==> config.mk <==
export PLATFORM = sky130hd
export DESIGN_NAME = issue_scheduler
export DESIGN_NICKNAME = d
export VERILOG_FILES = /design/src/rtl/issue_scheduler_pkg.sv /design/src/rtl/issue_scheduler_rs_alloc.sv /design/src/rtl/issue_scheduler.sv
export SDC_FILE = /design/constraint.sdc
export NUM_CORES = 1
export LEC_CHECK = 0
export ABC_CLOCK_PERIOD_IN_PS = 11640
export CORE_MARGIN = 2
export CORE_UTILIZATION = 50
export CTS_CLUSTER_DIAMETER = 120
export DETAILED_ROUTE_END_ITERATION = 8
export HOLD_SLACK_MARGIN = 0.15
export PLACE_DENSITY_LB_ADDON = 0.08
export SLEW_MARGIN = 15
export SYNTH_ARGS = -nofsm -noshare
export SYNTH_HDL_FRONTEND = slang
export SYNTH_SLANG_ARGS = --single-unit
==> constraint.sdc <==
create_clock -name clk -period 11.64 [get_ports clk]
set_input_delay 3.492 -clock clk [delete_from_list [all_inputs] [get_ports clk]]
set_output_delay 3.492 -clock clk [all_outputs]
set_load 0.02 [all_outputs]
==> src/rtl/issue_scheduler_pkg.sv <==
`default_nettype none
// ============================================================================
//  Module      : issue_scheduler_pkg
//  Description : Shared definitions for the dual-issue scheduler: opcode
//                constants, FSM state encoding, default reservation-station
//                sizes and opcode-to-unit classification helpers.
//  Revision    : 1.0  initial release
// ============================================================================
package issue_scheduler_pkg;

   // Default reservation-station geometry
   localparam int DEF_ADD_RS = 3;
   localparam int DEF_MUL_RS = 2;
   localparam int DEF_TAG_W  = 3;

   // Opcodes routed to a reservation station; anything else is a NOP
   localparam logic [7:0] OP_ADD = 8'h01;
   localparam logic [7:0] OP_SUB = 8'h02;
   localparam logic [7:0] OP_MUL = 8'h03;
   localparam logic [7:0] OP_DIV = 8'h04;

   typedef enum logic [1:0] {
      ST_IDLE  = 2'd0,
      ST_RUN   = 2'd1,
      ST_DRAIN = 2'd2
   } state_t;

   function automatic logic is_add_op(input logic [7:0] op);
      return (op == OP_ADD) || (op == OP_SUB);
   endfunction

   function automatic logic is_mul_op(input logic [7:0] op);
      return (op == OP_MUL) || (op == OP_DIV);
   endfunction

endpackage
`default_nettype wire

==> src/rtl/issue_scheduler_rs_alloc.sv <==
`default_nettype none
// ============================================================================
//  Module      : rs_alloc
//  Description : Occupancy tracker for one group of reservation-station
//                entries. Finds the lowest and second-lowest free entries,
//                applies up to two allocations plus one CDB release per cycle
//                and keeps a registered free count.
//  Ports       : clk/reset        - clock, synchronous active-high reset
//                alloc_first      - claim the lowest free entry this cycle
//                alloc_second     - claim the second-lowest free entry
//                rel_valid/rel_tag- CDB release (global tag space)
//                first_ok/_tag    - lowest free entry exists / its tag
//                second_ok/_tag   - second free entry exists / its tag
//                free_cnt         - registered number of free entries
//                empty            - no entry is busy
//                rel_err          - release targets an entry of this group
//                                   that is already free
//  Revision    : 1.0  initial release
// ============================================================================
module rs_alloc #(
   parameter int N     = 3,
   parameter int BASE  = 0,
   parameter int TAG_W = 3,
   parameter int CNT_W = 2
) (
   input  logic             clk,
   input  logic             reset,
   input  logic             alloc_first,
   input  logic             alloc_second,
   input  logic             rel_valid,
   input  logic [TAG_W-1:0] rel_tag,
   output logic             first_ok,
   output logic [TAG_W-1:0] first_tag,
   output logic             second_ok,
   output logic [TAG_W-1:0] second_tag,
   output logic [CNT_W-1:0] free_cnt,
   output logic             empty,
   output logic             rel_err
);

   logic [N-1:0]     busy;
   logic [N-1:0]     first_mask;
   logic [N-1:0]     second_mask;
   logic [N-1:0]     clr_mask;
   logic [N-1:0]     busy_next;
   logic [CNT_W-1:0] free_next;

   // Free-entry search, release decode and next-occupancy computation.
   always_comb begin
      first_ok    = 1'b0;
      first_tag   = '0;
      first_mask  = '0;
      second_ok   = 1'b0;
      second_tag  = '0;
      second_mask = '0;
      clr_mask    = '0;
      rel_err     = 1'b0;
      for (int i = 0; i < N; i++) begin
         if (!busy[i]) begin
            if (!first_ok) begin
               first_ok      = 1'b1;
               first_tag     = TAG_W'(BASE + i);
               first_mask[i] = 1'b1;
            end else if (!second_ok) begin
               second_ok      = 1'b1;
               second_tag     = TAG_W'(BASE + i);
               second_mask[i] = 1'b1;
            end
         end
         if (rel_valid && (rel_tag == TAG_W'(BASE + i))) begin
            if (busy[i]) clr_mask[i] = 1'b1;
            else         rel_err     = 1'b1;
         end
      end
      // Allocations only ever hit free entries and releases only busy ones,
      // so set and clear masks are disjoint.
      busy_next = (busy | (alloc_first  ? first_mask  : '0)
                        | (alloc_second ? second_mask : '0)) & ~clr_mask;
      free_next = '0;
      for (int i = 0; i < N; i++) begin
         if (!busy_next[i]) free_next = free_next + CNT_W'(1);
      end
   end

   always_ff @(posedge clk) begin
      if (reset) begin
         busy     <= '0;
         free_cnt <= CNT_W'(N);
      end else begin
         busy     <= busy_next;
         free_cnt <= free_next;
      end
   end

   assign empty = (busy == '0);

endmodule
`default_nettype wire

==> src/rtl/issue_scheduler.sv <==
`default_nettype none
// ============================================================================
//  Module      : issue_scheduler
//  Description : Dual-issue in-order dispatch controller between the
//                instruction queue and the ADD/MUL reservation stations.
//  Ports       : inst1_*/inst2_*      - oldest two queue slots
//                cdb_valid/cdb_tag    - completion broadcast, frees an entry
//                drain_req            - stop issuing, wait for RS empty
//                select_instruction   - 00 none, 01 one, 10 two issued
//                issue1_*/issue2_*    - per-slot issue strobe and RS tag
//                add_free/mul_free    - registered free-entry counts
//                drain_done           - pulse when drain completes
//                stall_cycles         - saturating RUN stall counter
//                protocol_err         - sticky bad-release flag
//  Revision    : 1.0  initial release
// ============================================================================
module issue_scheduler
   import issue_scheduler_pkg::*;
#(
   parameter int ADD_RS = DEF_ADD_RS,
   parameter int MUL_RS = DEF_MUL_RS,
   parameter int TAG_W  = DEF_TAG_W
) (
   input  logic             clk,
   input  logic             reset,
   input  logic             inst1_valid,
   input  logic [7:0]       inst1_type,
   input  logic             inst2_valid,
   input  logic [7:0]       inst2_type,
   input  logic             cdb_valid,
   input  logic [TAG_W-1:0] cdb_tag,
   input  logic             drain_req,
   output logic [1:0]       select_instruction,
   output logic             issue1_valid,
   output logic [TAG_W-1:0] issue1_tag,
   output logic             issue2_valid,
   output logic [TAG_W-1:0] issue2_tag,
   output logic [1:0]       add_free,
   output logic [1:0]       mul_free,
   output logic             drain_done,
   output logic [15:0]      stall_cycles,
   output logic             protocol_err
);

   state_t state, state_next;

   logic             issue_en;
   logic             u1_add, u1_mul, u2_add, u2_mul;
   logic             can1, room2;
   logic             add_a1, add_a2, mul_a1, mul_a2;
   logic             add_f_ok, add_s_ok, mul_f_ok, mul_s_ok;
   logic [TAG_W-1:0] add_f_tag, add_s_tag, mul_f_tag, mul_s_tag;
   logic             add_empty, mul_empty, add_err, mul_err, tag_oor;

   assign u1_add = is_add_op(inst1_type);
   assign u1_mul = is_mul_op(inst1_type);
   assign u2_add = is_add_op(inst2_type);
   assign u2_mul = is_mul_op(inst2_type);

   // Slot 1 needs one free entry in its unit; NOPs always have room.
   assign can1 = inst1_valid && (u1_add ? add_f_ok : (u1_mul ? mul_f_ok : 1'b1));
   // Slot 2 sees its unit after slot 1's claim: second free entry if shared.
   assign room2 = u2_add ? (u1_add ? add_s_ok : add_f_ok) :
                  u2_mul ? (u1_mul ? mul_s_ok : mul_f_ok) : 1'b1;

   assign issue1_valid = issue_en && can1;
   assign issue2_valid = issue1_valid && inst2_valid && room2;
   assign select_instruction = issue2_valid ? 2'b10 : (issue1_valid ? 2'b01 : 2'b00);

   assign issue1_tag = u1_add ? add_f_tag : (u1_mul ? mul_f_tag : '0);
   assign issue2_tag = u2_add ? (u1_add ? add_s_tag : add_f_tag) :
                       u2_mul ? (u1_mul ? mul_s_tag : mul_f_tag) : '0;

   // Slot 2 takes the lowest free entry unless slot 1 already claimed it.
   assign add_a1 = (issue1_valid && u1_add) || (issue2_valid && u2_add && !u1_add);
   assign add_a2 = issue1_valid && u1_add && issue2_valid && u2_add;
   assign mul_a1 = (issue1_valid && u1_mul) || (issue2_valid && u2_mul && !u1_mul);
   assign mul_a2 = issue1_valid && u1_mul && issue2_valid && u2_mul;

   assign tag_oor = cdb_valid && (32'(cdb_tag) >= 32'(ADD_RS + MUL_RS));

   rs_alloc #(.N(ADD_RS), .BASE(0), .TAG_W(TAG_W), .CNT_W(2)) u_add_rs (
      .clk(clk), .reset(reset),
      .alloc_first(add_a1), .alloc_second(add_a2),
      .rel_valid(cdb_valid), .rel_tag(cdb_tag),
      .first_ok(add_f_ok), .first_tag(add_f_tag),
      .second_ok(add_s_ok), .second_tag(add_s_tag),
      .free_cnt(add_free), .empty(add_empty), .rel_err(add_err)
   );

   rs_alloc #(.N(MUL_RS), .BASE(ADD_RS), .TAG_W(TAG_W), .CNT_W(2)) u_mul_rs (
      .clk(clk), .reset(reset),
      .alloc_first(mul_a1), .alloc_second(mul_a2),
      .rel_valid(cdb_valid), .rel_tag(cdb_tag),
      .first_ok(mul_f_ok), .first_tag(mul_f_tag),
      .second_ok(mul_s_ok), .second_tag(mul_s_tag),
      .free_cnt(mul_free), .empty(mul_empty), .rel_err(mul_err)
   );

   always_ff @(posedge clk) begin
      if (reset) state <= ST_IDLE;
      else       state <= state_next;
   end

   always_comb begin
      state_next = state;
      issue_en   = 1'b0;
      drain_done = 1'b0;
      case (state)
         ST_IDLE: begin
            if (inst1_valid && !drain_req) state_next = ST_RUN;
         end
         ST_RUN: begin
            if (drain_req) state_next = ST_DRAIN;
            else           issue_en   = 1'b1;
         end
         ST_DRAIN: begin
            if (add_empty && mul_empty) begin
               drain_done = 1'b1;
               state_next = ST_IDLE;
            end
         end
         default: state_next = ST_IDLE;
      endcase
   end

   always_ff @(posedge clk) begin
      if (reset) begin
         stall_cycles <= 16'd0;
         protocol_err <= 1'b0;
      end else begin
         if ((state == ST_RUN) && inst1_valid && !issue1_valid && (stall_cycles != 16'hFFFF))
            stall_cycles <= stall_cycles + 16'd1;
         if (add_err || mul_err || tag_oor)
            protocol_err <= 1'b1;
      end
   end

endmodule
`default_nettype wire

; After elaboration in Yosys (flattened, before gate mapping)
; Cells that the tools add are included.
; W data, S select, Z words.
[totals]
in_bits = 25
wordCells = 159
latchBits = 0
ram_bits = 0
memories = 0
rom_bits = 0
output_inout_bits = 32
regBits = 28
[classes]
n_bitwise = 8
n_addsub = 4
mul = 0
eq_ne = 18
n_lt_le_gt_ge = 1
div_mod_pow = 0
n_reduce_logical = 42
shift = 0
n_mux = 79
[op_table]
columns = op, n
row1 = $mux W3, 19
row2 = $mux W1, 49
row3 = $eq A8 B2 Y1 const B, 4
row4 = $logic_and A1 B1 Y1, 25
row5 = $mux W2, 10
row6 = $add A16 B1 Y16 const B, 1
row7 = $eq A8 B1 Y1 const B, 2
row8 = $eq A8 B3 Y1 const B, 2
row9 = $ne A16 B16 Y1 const B, 1
row10 = $logic_or A1 B1 Y1, 8
row11 = $eq A3 B2 Y1 const B, 2
row12 = $logic_not A3 Y1, 2
row13 = $ne A2 B2 Y1 const B, 3
row14 = $or A3 B3 Y3, 2
row15 = $pmux W2 S3, 1
row16 = $add A1 B1 Y2 const B, 2
row17 = $logic_not A1 Y1, 4
row18 = $logic_not A2 Y1, 2
row19 = $or A2 B2 Y2, 2
row20 = $and A3 B3 Y3, 1
row21 = $eq A3 B1 Y1 const B, 1
row22 = $eq A3 B3 Y1 const B, 1
row23 = $ge A3 B3 Y1 const B, 1
row24 = $not A3 Y3, 1
row25 = other kinds (6), 6

; Longest topological paths before layout
; Gate-level depths: netlist of the first run.
[depth]
word_depth = 20
mapped_depth = 9
ltp_nobuf = 8

; By module
; A second synthesis of the first run with hierarchy kept.
[unflattened]
cells_unflattened = 253
area_unflattened_um2 = 2089.5
[modules_own_cells]
columns = module, area_per_inst_um2, n_inst, cells_each, seq_area_each_um2
row1 = issue_scheduler, 1338.8, 1, 169, 380.4
row2 = rs_alloc at u_add_rs, 471.7, 1, 53, 100.1
row3 = rs_alloc at u_mul_rs, 279.0, 1, 31, 80.1

; Least setup slack after synthesis of the first run
; No wires, ideal clock.
[synth_timing]
path_kind = input -> output
startpoint = in inst1_type[3]
endpoint = out select_instruction[1]
n_path_buf = 2
path_slack_ns = 2.782
required_time_ns = 8.148
path_stages = 8
t_arrival_ns = 5.366
path_cell_list = or3_1 > or4_1 > buf_2 > nor2_1 > a211o_1 > nand3_1 > nor2_1 > buf_4
[synth_between]
elab_chain_len = 9
elab_cells_between_ends = 17
cone_classes = eq/ne (4) / mux (7) / reduce/logical (6)
[synth_lines]
columns = item, line
row1 = from (decl), issue_scheduler.sv:27  ; input logic [7:0] inst1_type,
row2 = $eq A8 B2 Y1 or $eq A8 B3 Y1 (tied branches), issue_scheduler_pkg.sv:33  ; return (op == OP_MUL) || (op == OP_DIV);
row3 = $logic_or A1 B1 Y1, issue_scheduler_pkg.sv:33
row4 = $mux W1 (2 in series), issue_scheduler.sv:61  ; assign can1 = inst1_valid && (u1_add ? add_f_ok : (u1_mul ? mul_f_ok : 1'b1));
row5 = $logic_and A1 B1 Y1, issue_scheduler.sv:61
row6 = $logic_and A1 B1 Y1, issue_scheduler.sv:66  ; assign issue1_valid = issue_en && can1;
row7 = $logic_and A1 B1 Y1, issue_scheduler.sv:67  ; assign issue2_valid = issue1_valid && inst2_valid && room2;
row8 = $logic_and A1 B1 Y1 *, issue_scheduler.sv:67
row9 = net issue2_valid, issue_scheduler.sv:36  ; output logic issue2_valid,
row10 = $mux W2 *, issue_scheduler.sv:68  ; assign select_instruction = issue2_valid ? 2'b10 : (issue1_valid ? 2'b01 : 2'b00);
row11 = to (decl), issue_scheduler.sv:33  ; output logic [1:0] select_instruction,
; The timed path passes the listed nets; every way through them passes the cells marked *.

; Final worst setup path of the first run
[layout_timing]
startpoint = in inst1_type[2]
endpoint = out select_instruction[0]
[layout_between]
elab_chain_len = 9
elab_cells_between_ends = 18
cone_classes = eq/ne (4) / mux (8) / reduce/logical (6)
[layout_lines]
columns = item, line
row1 = $eq A8 B2 Y1 or $eq A8 B3 Y1 (tied branches), issue_scheduler_pkg.sv:33
row2 = $logic_or A1 B1 Y1, issue_scheduler_pkg.sv:33
row3 = $mux W1 (2 in series), issue_scheduler.sv:61
row4 = $logic_and A1 B1 Y1, issue_scheduler.sv:61
row5 = $logic_and A1 B1 Y1, issue_scheduler.sv:66
row6 = $logic_and A1 B1 Y1 (2 in series), issue_scheduler.sv:67
row7 = $mux W2 *, issue_scheduler.sv:68
; Mark *: on every way between the ends. The rest lies on a longest branch, timed or not.

==> results_dict.tcl, run 1 <==
set metrics [dict create \
    dr.pass1.iters 4 \
    wl_per_cell_um 13.0 \
    relSlewSlack 0.494 \
    multi_input_area_mm2 0.00119 \
    critPathMostFrequentCell "clkdlybuf4s50_1" \
    synth_top_area_share 0.304 \
    clk_pin_slew_ns 0.09 \
    crit_slowest_cell "a211oi_1" \
    core_area_mm2 0.00361 \
    drv_cap 0 \
    critPathRequiredTime_ns 8.15 \
    ant_nets 0 \
    path_cells "clkdlybuf4s50_1 > or3b_2 > a211oi_1 > maj3_1 > nand2_1 > a31oi_1 > clkdlybuf4s50_1" \
    fin_util 0.693 \
    rrSetupSlack_ns 8.99 \
    synth_top_cells_by_area "dfxtp_1 30%, nor2_1 6.3%, ha_1 5.4%, xnor2_1 4.8%, nand2_1 3.7%" \
    grt_pass1_vias 1687 \
    setup_tns_ns 0 \
    syn_inst 230 \
    placementRows 22 \
    root_buffer "clkbuf_8" \
    die_area_mm2 0.00418 \
    rr_worst_depth 8 \
    p_total_uw 179 \
    synthFlopType "dfxtp_1" \
    fin_cells 331 \
    outcome "complete, no violations" \
    rsz0062_at_grt "false" \
    vias_per_cell 5.57 \
    track_usage 0.222 \
    clkLatencyLatePin_ns 0.27 \
    nFillCells 301 \
    synth_area_per_cell_um2 8.01 \
    synth_edf_count 0 \
    drc 0 \
    worstHoldPathType "flop to flop" \
    setup_viol 0 \
    grt_pass1_wl_um 7490 \
    ir_worst_vdd_v 0.0000698 \
    postCtsResizedCells 0 \
    area_growth_pct 35.7 \
    crit_fanout 6 \
    clock.fmax_ghz 0.102 \
    synth.net_count 263 \
    crit_buf_inv 2 \
    power_leakage_nw 0.867 \
    vias 1845 \
    cp-end-kind "primary output" \
    cts_tree "built" \
    cts_setup_buffers 0 \
    seqCellArea_um2 561 \
    crit_family "buffers and inverters" \
    grt.overflow.total 0 \
    clock_sinks 28 \
    die_y_um 64.7 \
    synthDistinctLibCells 53 \
    timing.hold.ws_ns 0.532 \
    cp-start-kind "input port" \
    fin_crit_sh 0.843 \
    antenna_found_initial 0 \
    worstSetupPathType "input port to primary output" \
    final_area_mm2 0.00250 \
    max_stage_delay_ns 0.65 \
    dp_hpwl_um 3200 \
    start_util 0.511 \
    place_inst 327 \
    maxSlewViolCount 0 \
    regToRegStartpoint "u_mul_rs.busy[0]" \
    worstPathArrival_ns 6.32 \
    cts_made_buffers 3 \
    hold_viol 0 \
    ys_seq_elements 28 \
    pin_count 57 \
    nets 317 \
    gp_congestion 0.836 \
    antenna_cells 0 \
    grt_start_max_net_pins 34 \
    netlist_area_mm2 0.00184 \
    synthArstFlopShare 0 \
    dp_slack_ns 1.83 \
    drive_gt1_frac 0.0813 \
    hold_path_end "protocol_err" \
    hp-start "protocol_err" \
    clockBufferDepth 2 \
    tightest_slew_ns 0.755 \
    portBuffers 56 \
    hold_buffers 0 \
    fp.dieW_um 64.7 \
    finalWorstSetupSlack_ns 1.82 \
    yosysWarnings 0 \
    first_iter_violations 105 \
    synth_seq_area_share 0.304 \
    holdPathStages 2 \
    drt-total-wl_um 4290 \
    r2r_end "u_add_rs.free_cnt[0]" \
    htreeDepth 1 \
    p_per_area_mw_per_mm2 71.5 \
    yosysTopAreaCell "dfxtp_1" \
    fin_crit_ns 9.82 \
    clock_skew_ns 0.00398 \
    placedInstanceArea_mm2 0.00244 \
]
per-layer routing:
| metal | up-vias | track usage | part of all wire |
|---|---|---|---|
| li1 | 940 | - | - |
| met2 | 47 | 0.359 | 0.42 |
| met1 | 853 | 0.304 | 0.51 |
| met5 | - | 0 | 0 |
| met4 | 0 | 0.0479 | 0.0077 |
| met3 | 5 | 0.0469 | 0.056 |
layout by cell type, fill, tap and decap left out, types with 2 or more instances in the layout:
| cell type | instances |
|---|---|
| clkdlybuf4s50_1 | 56 |
| nor2_1 | 31 |
| dfxtp_1 | 28 |
| nand2_1 | 18 |
| inv_1 | 15 |
| a21oi_1 | 11 |
| xnor2_1 | 10 |
| nand3_1 | 10 |
| ha_1 | 8 |
| nand3b_1 | 5 |
| mux2i_1 | 5 |
| a2111oi_0 | 5 |
| o21ai_0 | 4 |
| nand4_1 | 4 |
| nor2b_1 | 4 |
| mux2_2 | 4 |
| clkbuf_8 | 4 |
| or4_1 | 3 |
| a211oi_1 | 3 |
| a211o_1 | 3 |
| nor3_1 | 3 |
| nor3b_1 | 3 |
| nand2b_1 | 3 |
| nor4_1 | 3 |
| a21o_1 | 3 |
| or3b_2 | 2 |
| or2_2 | 2 |
| or3_1 | 2 |
| o21ai_1 | 2 |
| o31ai_2 | 2 |
| and3_1 | 2 |
| a31oi_1 | 2 |
| a31o_2 | 2 |
| buf_4 | 2 |
power by group:
group          internal [mW]  switching (mW)  leakage, nW  total, mW
sequential            0.0964        0.000745        0.226     0.0972
clock                 0.0303          0.0294       0.0288     0.0597
combinational         0.0122         0.00964        0.612     0.0219
total                  0.139          0.0398        0.867      0.179
logic make-up (layout without fill, tap and decap cells):
family	count (synthesis)	after routing	share of synthesized area
xor+xnor	10	10	0.0476
fa+ha+maj	9	9	0.0598
mux	9	9	0.0516
buf+inv	24	77	0.0523
flops	28	28	0.304
compound gates	50	50	0.203
simple gates	100	100	0.281
layout make-up:
class / instances / share of cell area
Tap cell: 48 / 0.0240
Sequential cell: 28 / 0.224
Timing Repair Buffer: 58 / 0.230
Inverter: 15 / 0.0225
Clock buffer: 4 / 0.0220
Multi-Input combinational cell: 178 / 0.477
registers in the layout, summed over array words and instances (netlist names):
name               flops
protocol_err           1
stall_cycles          16
state                  2
u_add_rs.busy          3
u_add_rs.free_cnt      2
u_mul_rs.busy          2
u_mul_rs.free_cnt      2
how the worst max path moves through the flow:
stage	depth (start not counted)	startpoint	slack [ns]	end
floorplan	8	inst1_type[3]	2.78	select_instruction[1]
global placement	7	inst1_type[2]	1.91	select_instruction[0]
detailed placement	7	inst1_type[2]	1.83	select_instruction[0]
CTS	7	inst1_type[2]	1.82	select_instruction[0]
global route	7	inst1_type[2]	1.66	select_instruction[0]
finish	7	inst1_type[2]	1.82	select_instruction[0]
Yosys cell counts (all sizes together), types with 2 or more instances:
| cell | instances |
|---|---|
| nor3 | 3 |
| nand3b | 5 |
| or3 | 2 |
| nand3 | 10 |
| nor2 | 32 |
| o31ai | 3 |
| ha | 8 |
| a2111oi | 5 |
| nor4 | 3 |
| mux2 | 4 |
| or2 | 2 |
| or3b | 2 |
| o21ai | 6 |
| xnor2 | 10 |
| nand2b | 3 |
| inv | 15 |
| dfxtp | 28 |
| buf | 3 |
| and3 | 2 |
| a21o | 3 |
| or4 | 3 |
| a211o | 3 |
| nand2 | 18 |
| nor2b | 4 |
| a21oi | 11 |
| clkbuf | 6 |
| mux2i | 5 |
| a31o | 2 |
| nor3b | 3 |
| nand4 | 4 |
| a31oi | 2 |
| a211oi | 4 |
worst register-to-register path, cell delays in order (launching register included):
cell and delay (ns):
dfxtp_1 0.60, nand2_1 0.12, a2111oi_0 0.54, o31ai_2 0.16
and4_1 0.25, o31ai_2 0.35, ha_1 0.31, xnor2_1 0.15
nand2_1 0.07
No activity file was read; power rests on OpenSTA's default activity.
==> inputs of run 2 (changes only) <==
Settings changed: ABC_CLOCK_PERIOD_IN_PS 11640 to 8200, CORE_UTILIZATION 50 to 42.
Clock period 11.64 ns to 8.2 ns, I/O delays scaled along.
==> run 2 against run 1 <==
Against the previous run: power up 43%; sequential share of layout area down 0.18 points; highest routed layer unchanged; global-route usage down 4.1 points; core utilization down 11 points; clock power up 45%; critical path type unchanged; combinational power up 42%; non-clock buffer count up 2.
==> results_dict.tcl, run 2 (same netlist as run 1, synthesis figures left out) <==
set metrics [dict create \
    grt_start_max_net_pins 34 \
    maxSlewViolCount 0 \
    antenna_cells 0 \
    clkLatencyLatePin_ns 0.28 \
    clock.fmax_ghz 0.131 \
    setup_viol 0 \
    cp-end-kind "primary output" \
    ir_worst_vdd_v 0.000108 \
    r2r_end "u_add_rs.free_cnt[0]" \
    drv_cap 0 \
    fin_crit_ns 7.61 \
    pin_count 57 \
    hold_viol 0 \
    p_comb_frac 0.121 \
    ant_nets 0 \
    tightest_slew_ns 0.792 \
    dr.pass1.iters 4 \
    dp_hpwl_um 3360 \
    fin_crit_sh 0.928 \
    p_per_area_mw_per_mm2 101 \
    clockBufferDepth 2 \
    rr_worst_depth 8 \
    largest-register "stall_cycles" \
    clock_skew_ns 0.00709 \
    clk_pin_slew_ns 0.09 \
    outcome "complete, no violations" \
    crit_path_end "select_instruction[0]" \
    clock_sinks 28 \
    rrSetupSlack_ns 5.48 \
    gp_congestion 0.830 \
    start_util 0.429 \
    grt.overflow.total 0 \
    placedInstanceArea_mm2 0.00246 \
    crit_fanout 6 \
    nFillCells 400 \
    grt_pass1_vias 1615 \
    root_buffer "clkbuf_8" \
    p_int_uw 197 \
    die_area_mm2 0.00493 \
    placementRows 24 \
    cp-start-kind "input port" \
    worstSetupPathType "input port to primary output" \
    path_cells "clkdlybuf4s50_1 > or4_1 > or4_1 > a211o_1 > a31oi_1 > clkdlybuf4s50_1" \
    worstHoldPathType "flop to flop" \
    final_cell_mix "56 x clkdlybuf4s50_1, 31 x nor2_1, 28 x dfxtp_1" \
    cts_setup_buffers 0 \
    hold_buffers 0 \
    htreeDepth 1 \
    postCtsResizedCells 0 \
    relSlewSlack 0.469 \
    portBuffers 56 \
    pwr-share-seq 0.540 \
    grt_pass1_wl_um 7380 \
    die_y_um 70.2 \
    layout_commonest_cell "clkdlybuf4s50_1" \
    power_leakage_nw 0.878 \
    drive_gt1_frac 0.0877 \
    pwr-share-clk 0.338 \
    core_area_mm2 0.00429 \
    regToRegStartpoint "u_mul_rs.busy[0]" \
    worstPathArrival_ns 5.15 \
    drc 0 \
    top_regs "stall_cycles (16), u_add_rs.busy (3)" \
    vias_per_cell 5.40 \
    switching_power_uw 58.0 \
    setup_tns_ns 0 \
    nets 319 \
    fin_util 0.587 \
    area_growth_pct 36.8 \
    max_stage_delay_ns 0.62 \
    crit_slowest_cell "or4_1" \
    fp.dieW_um 70.2 \
    vias 1819 \
    antenna_found_initial 0 \
    wl_per_cell_um 13.1 \
    first_iter_violations 137 \
    crit_start "inst2_type[5]" \
    track_usage 0.180 \
    p_sw_frac 0.227 \
    cts_made_buffers 3 \
    largest_register_ffs 16 \
    rsz0062_at_grt "false" \
    critPathRequiredTime_ns 5.74 \
    final_area_mm2 0.00252 \
    cts_tree "built" \
    drt-total-wl_um 4420 \
]
run 2: changes by cell type in the layout (fill, tap and decap cells not counted):
cell,delta
buf_4,+2
run 2: critical path, delay by kind of cell:
family | cells | cell delay (ns)
simple gates | 2 | 1.17
buf+inv | 2 | 1.01
compound gates | 2 | 0.52
run 2: worst min-delay path by stage:
stage,cells past startpoint,startpoint,slack [ns],to
3_5_place_dp,2,protocol_err,0.52,protocol_err
2_1_floorplan,1,state[1],0.49,state[0]
3_3_place_gp,2,protocol_err,0.51,protocol_err
5_1_grt,2,protocol_err,0.59,protocol_err
4_1_cts,2,stall_cycles[15],0.56,stall_cycles[15]
6_report,2,stall_cycles[15],0.56,stall_cycles[15]
run 2: routing by layer:
metal  up-vias  GRT usage  wire length, um  share of wire
li1        946          -                -              -
met1       825      0.257             2240           0.51
met2        46      0.283             1900           0.43
met3         2     0.0375              269          0.061
met4         0     0.0321               18         0.0041
met5         -          0                0              0
run 2: power by group through the flow:
stage	sequential, mW	combinational [mW]	clock (mW)
3_5_place_dp	0.141	0.0309	0
3_3_place_gp	0.141	0.0305	0
6_report	0.138	0.0310	0.0863
4_1_cts	0.138	0.0312	0.0886
2_1_floorplan	0.142	0.0115	0
5_1_grt	0.138	0.0336	0.0952
run 2: cell type report:
cell class | instances | area (um2) | share of cell area
multi-input combinational | 178 | 1190 | 0.473
inverter | 15 | 56.3 | 0.0224
clock buffer | 4 | 55.1 | 0.0219
sequential | 28 | 561 | 0.223
timing repair buffer | 60 | 591 | 0.234
tap | 52 | 65.1 | 0.0258
run 2: through the flow:
stage	power (mW)	hold slack [ns]	std cells	setup WS (ns)
finish	0.255	0.556	337	0.587
global placement	0.172	0.510	333	0.595
floorplan	0.153	0.492	230	1.41
global route	0.267	0.586	337	0.462
detailed placement	0.172	0.520	333	0.581
CTS	0.258	0.559	337	0.574
==> inputs of run 3 (changes only) <==
Settings changed: ABC_CLOCK_PERIOD_IN_PS 8200 to not set.
==> results of run 3 <==
No change in the layout: final DEF, timing and power equal those of run 2.
